**src/rtl/switch_debouncer_if.sv**
```systemverilog
// Signal bundle between the slide-switch debouncer and its processor-side peer.
// The debouncer uses the slave view; the switch pins and processor use the master view.
interface switch_debouncer_if #(
  parameter int WIDTH = 8
);
  logic [WIDTH-1:0] SWITCHES_RAW;
  logic [WIDTH-1:0] SWITCHES_CLEAN;
  logic [WIDTH-1:0] CHANGE_MASK;
  logic             INTERRUPT_RAISE;
  logic             INTERRUPT_ACK;

  modport slave (
    input  SWITCHES_RAW,
    input  INTERRUPT_ACK,
    output SWITCHES_CLEAN,
    output CHANGE_MASK,
    output INTERRUPT_RAISE
  );

  modport master (
    output SWITCHES_RAW,
    output INTERRUPT_ACK,
    input  SWITCHES_CLEAN,
    input  CHANGE_MASK,
    input  INTERRUPT_RAISE
  );
endinterface

```
**src/rtl/switch_debouncer.sv**
```systemverilog
// Synchronises and debounces slide-switch pins bit by bit, records which bits
// changed and raises a level interrupt until the processor acknowledges it.
module switch_debouncer #(
  parameter int WIDTH           = 8,
  parameter int DEBOUNCE_CYCLES = 1000000,
  parameter int CNT_WIDTH       = 20
) (
  input  logic               CLK,
  input  logic               RESET,
  switch_debouncer_if.slave  bus
);

  localparam logic [CNT_WIDTH-1:0] CNT_LAST = CNT_WIDTH'(DEBOUNCE_CYCLES - 1);

  logic [WIDTH-1:0]     sync1_q, sync1_d;
  logic [WIDTH-1:0]     sync2_q, sync2_d;
  logic [WIDTH-1:0]     clean_q, clean_d;
  logic [WIDTH-1:0]     mask_q,  mask_d;
  logic                 irq_q,   irq_d;
  logic [WIDTH-1:0]     update;
  logic [CNT_WIDTH-1:0] cnt_q [WIDTH];
  logic [CNT_WIDTH-1:0] cnt_d [WIDTH];

  always_comb begin
    // NOTE: every combinational output gets a default first so no path infers a latch.
    sync1_d = bus.SWITCHES_RAW;
    sync2_d = sync1_q;
    clean_d = clean_q;
    update  = '0;
    for (int i = 0; i < WIDTH; i++) begin
      cnt_d[i] = '0;
      if (sync2_q[i] == clean_q[i]) begin
        cnt_d[i] = '0;
      end else if (cnt_q[i] == CNT_LAST) begin
        // Accept the new level; the counter restarts for the next transition.
        clean_d[i] = sync2_q[i];
        update[i]  = 1'b1;
      end else begin
        cnt_d[i] = cnt_q[i] + CNT_WIDTH'(1);
      end
    end

    // A fresh update wins over an acknowledge landing in the same cycle.
    mask_d = (bus.INTERRUPT_ACK ? '0 : mask_q) | update;
    irq_d  = bus.INTERRUPT_ACK ? 1'b0 : (|mask_q);
  end

  // NOTE: sequential state is written with non-blocking assignments only, so every
  // register samples the pre-edge values of its neighbours.
  always_ff @(posedge CLK) begin
    if (!RESET) begin
      sync1_q <= '0;
      sync2_q <= '0;
      clean_q <= '0;
      mask_q  <= '0;
      irq_q   <= 1'b0;
      // NOTE: the counter array is reset too; a stale count would let a bit be
      // accepted early after a reset that lands mid-debounce.
      for (int i = 0; i < WIDTH; i++) begin
        cnt_q[i] <= '0;
      end
    end else begin
      sync1_q <= sync1_d;
      sync2_q <= sync2_d;
      clean_q <= clean_d;
      mask_q  <= mask_d;
      irq_q   <= irq_d;
      for (int i = 0; i < WIDTH; i++) begin
        cnt_q[i] <= cnt_d[i];
      end
    end
  end

  assign bus.SWITCHES_CLEAN  = clean_q;
  assign bus.CHANGE_MASK     = mask_q;
  assign bus.INTERRUPT_RAISE = irq_q;

endmodule

```
**src/flat_wrapper.sv**
```systemverilog
// flat-port wrapper written by rule: the top's interface ports become plain ports
module switch_debouncer_flat 
#(
  parameter int WIDTH           = 8,
  parameter int DEBOUNCE_CYCLES = 1000000,
  parameter int CNT_WIDTH       = 20
)
  (CLK, RESET, bus_SWITCHES_RAW, bus_INTERRUPT_ACK, bus_SWITCHES_CLEAN, bus_CHANGE_MASK, bus_INTERRUPT_RAISE);
  switch_debouncer_if #(.WIDTH(WIDTH)) bus_i ();
  input  logic CLK;
  input  logic RESET;
  input wire logic [$bits(bus_i.SWITCHES_RAW)-1:0] bus_SWITCHES_RAW;
  input wire logic [$bits(bus_i.INTERRUPT_ACK)-1:0] bus_INTERRUPT_ACK;
  output wire logic [$bits(bus_i.SWITCHES_CLEAN)-1:0] bus_SWITCHES_CLEAN;
  output wire logic [$bits(bus_i.CHANGE_MASK)-1:0] bus_CHANGE_MASK;
  output wire logic [$bits(bus_i.INTERRUPT_RAISE)-1:0] bus_INTERRUPT_RAISE;
  assign bus_i.SWITCHES_RAW = bus_SWITCHES_RAW;
  assign bus_i.INTERRUPT_ACK = bus_INTERRUPT_ACK;
  assign bus_SWITCHES_CLEAN = bus_i.SWITCHES_CLEAN;
  assign bus_CHANGE_MASK = bus_i.CHANGE_MASK;
  assign bus_INTERRUPT_RAISE = bus_i.INTERRUPT_RAISE;
  switch_debouncer #(.WIDTH(WIDTH), .DEBOUNCE_CYCLES(DEBOUNCE_CYCLES), .CNT_WIDTH(CNT_WIDTH)) u_core (.CLK(CLK), .RESET(RESET), .bus(bus_i));
endmodule
```
**config.mk**
```make
export PLATFORM = sky130hd
export DESIGN_NAME = switch_debouncer_flat
export DESIGN_NICKNAME = d
export VERILOG_FILES = /design/src/rtl/switch_debouncer_if.sv /design/src/rtl/switch_debouncer.sv /design/src/flat_wrapper.sv
export SDC_FILE = /design/constraint.sdc
export NUM_CORES = 1
export LEC_CHECK = 0
export BUFFER_PORTS_ARGS = -buffer_cell sky130_fd_sc_hd__clkbuf_2
export CAP_MARGIN = 30
export CORE_MARGIN = 3
export CORE_UTILIZATION = 60
export CTS_BUF_LIST = sky130_fd_sc_hd__clkbuf_4
export DETAILED_ROUTE_END_ITERATION = 6
export HOLD_SLACK_MARGIN = 0.08
export PLACE_DENSITY = 0.77
export SETUP_SLACK_MARGIN = 0.2
export SKIP_CTS_REPAIR_TIMING = 1
export SYNTH_ARGS = -nofsm -noshare
export SYNTH_HDL_FRONTEND = slang
export SYNTH_SLANG_ARGS = --single-unit
```
**constraint.sdc**
```tcl
create_clock -name CLK -period 6.21 [get_ports CLK]
set_input_delay 0.9315 -clock CLK [delete_from_list [all_inputs] [get_ports CLK]]
set_output_delay 0.9315 -clock CLK [all_outputs]
set_load 0.005 [all_outputs]
```
==> flow_summary.ini <==
[floorplanning]
die_area_mm2 = 0.0154
die_y_um = 124
num_rows = 42
pin_count = 28
dieWidth_um = 124
start_util = 0.623
core_mm2 = 0.0135

[final_layout]
final_cell_mix = dfxtp_1 (193), nor2_1 (117), nand2_1 (63), a21oi_1 (62)
nFillCells = 1168
fin_area_mm2 = 0.00896
syn_to_final_growth_pct = 6.82
drive_above_1_share = 0.0811
layout_commonest_cell = dfxtp_1
nets = 993

[setup_path]
startpoint = u_core.cnt_q[0][80]
cpPeakStageDelay_ns = 0.67
crit_end = u_core.cnt_q[0][83]
rrSetupSlack_ns = 3.94
crit_path_end_kind = flop
timing.rr.start = u_core.cnt_q[0][80]
cp_max_fo = 19
crit_chain = ha_1, inv_1, or4_1, o21bai_2, nor2_1
start_kind = flop
arrival_ns = 2.71
reg2reg_to = u_core.cnt_q[0][83]
cpMaxStageDelayCell = o21bai_2
path_class = flop to flop
required_ns = 6.65
ff2ff_path_depth = 5

[global_routing]
grt_pass1_wl_um = 27200
grt_max_degree = 27
grt-ovfl-total = 0
grt_antenna_before_repair = 0
grt_pass1_vias = 5916
groute.usage.overall = 0.207

[timing]
fin_crit_sh = 0.365
slew_headroom = 0.484
hold_violations = 0
maxSlewViolCount = 0
setup_viol = 0
finClkSkew_ns = 0.0300
min_period_ns = 2.27
setup_slack_ns = 3.94
rsz0062_at_grt = false
timing_worst_slew_pin_value_ns = 0.773
fin_setup_tns_ns = 0
hold_slack_ns = 0.450
fmax_mhz = 441

[yosys]
synth-async-reset-ratio = 0
synth_compound_area_frac = 0.103
yosysWarnings = 0
yosys.area.top_type = dfxtp_1
synthXorXnorAreaFrac = 0.100
synth-simple-area-share = 0.288
synth_mux_area_frac = 0
ys_types = 44
synthFlopType = dfxtp_1
synth-seq-cells = 193
synth_edf_count = 0
synth_top_family_by_area = simple AND/OR/NAND/NOR gates
synth_cells = 958
syn-num-nets = 977
yosysSeqAreaShare = 0.461
postSynthAreaPerCell_um2 = 8.75
synth_area_mm2 = 0.00839
synthAdderAreaFrac = 0.0119
synth_top_area_frac = 0.461
synth_area_leaders = dfxtp_1 (46%), xnor2_1 (5.4%), nor2_1 (5.2%), xor2_1 (4.6%), a21oi_1 (3.7%)

[cts]
htree_levels = 4
ctsLongestPathBuffers = 2
clock-root-buffer = clkbuf_4
clk_latency_ns = 0.57
cts_tree = done
clkSinkCount = 193
clkTransAtPathRegs_ns = 0.15
cts_inserted_buffers = 17

[placement]
postPlaceCellArea_mm2 = 0.00862
io_buffers = 27
hpwl_um = 10800
place.gp.congestion = 0.814
pre_cts_ws_ns = 3.81

[detailed_routing]
detail_route.wl_per_cell_um = 13.5
via_count = 6643
via_per_inst = 5.71
dr_wl_met2_um = 7200
wl_met3_um = 673
drc = 0
drt-met1-wl_um = 7650
routed.top_layer = met4
drt_iter0_drc = 400
firstDrtPassIters = 5
drtAntennaViolNets = 0
wl_um = 15800

[status]
outcome = finished, final reports clean

[pwr]
p_per_area_mw_per_mm2 = 227
power.leakage_nw = 2.68
ir_drop_v = 0.000171

[flow_run]
cap_violations = 0

[min_path]
min_path_type = flop to flop
final cells by class:
| class | count | area [µm²] | share of cell area |
|---|---|---|---|
| Multi-Input combinational cell | 694 | 4230 | 0.472 |
| Sequential cell | 193 | 3860 | 0.431 |
| Tap cell | 176 | 220 | 0.0246 |
| Clock inverter | 14 | 201 | 0.0225 |
| Timing Repair Buffer | 32 | 173 | 0.0193 |
| Clock buffer | 18 | 135 | 0.0151 |
| Inverter | 36 | 135 | 0.0151 |
| Antenna cell | 1 | 2.50 | 0.000279 |
state kept, by name, indices dropped and copies added (netlist names):
name,cells
u_core.sync1_q,8
u_core.bus.SWITCHES_CLEAN,8
u_core.cnt_q,160
u_core.bus.CHANGE_MASK,8
u_core.sync2_q,8
u_core.bus.INTERRUPT_RAISE,1
layer usage:
layer,vias up,GRT usage
li1,3436,-
met1,3085,0.280
met2,105,0.323
met3,17,0.0580
met4,0,0.0671
met5,-,0
synth_stat cells (36+ instances only):
cell type,instances
dfxtp_1,193
nor2_1,117
nand2_1,63
a21oi_1,62
nand3_1,52
xnor2_1,52
xor2_1,44
or3_1,41
o21ai_0,37
inv_1,36
or4_1,36
stage by stage:
step	utilization	total power, mW	cells
6_report	0.666	2.04	1164
5_1_grt	0.666	2.11	1163
4_1_cts	0.666	2.06	1163
3_5_place_dp	0.641	1.30	1131
3_3_place_gp	0.641	1.30	1131
2_1_floorplan	-	1.29	958
cells by family (layout without fill, tap and decap cells):
logic type	count (synthesis)	in the layout
flip-flops	193	193
AO/OA/AOI/OAI	144	144
AND/OR/NAND/NOR	446	446
other	0	1
buffers and inverters	71	100
XOR/XNOR	96	96
adder cells (fa/ha/maj)	8	8
worst max-delay path: cells and delay by family, from the launching register on:
| kind | cells | cell delay, ns |
|---|---|---|
| AND/OR/NAND/NOR | 2 | 0.71 |
| buffers and inverters | 1 | 0.07 |
| adder cells (fa/ha/maj) | 1 | 0.26 |
| flip-flops | 1 | 0.43 |
| AO/OA/AOI/OAI | 1 | 0.67 |
power breakdown:
part | total, mW | internal (mW) | leakage, nW | switching [mW]
Clock | 0.763 | 0.331 | 0.170 | 0.431
Combinational | 0.0260 | 0.00928 | 0.953 | 0.0167
Sequential | 1.25 | 1.25 | 1.56 | 0.00360
Total | 2.04 | 1.59 | 2.68 | 0.452
worst min-delay path by stage:
stage,slack (ns),cells after the start,startpoint,to
2_1_floorplan,0.41,1,u_core.sync1_q[0],u_core.sync2_q[0]
3_3_place_gp,0.41,1,u_core.sync1_q[2],u_core.sync2_q[2]
3_5_place_dp,0.42,1,u_core.sync1_q[2],u_core.sync2_q[2]
4_1_cts,0.45,1,u_core.cnt_q[0][120],u_core.cnt_q[0][120]
5_1_grt,0.47,1,u_core.sync1_q[4],u_core.sync2_q[4]
6_report,0.45,1,u_core.sync1_q[6],u_core.sync2_q[6]
(Power assumes the default switching activity.)
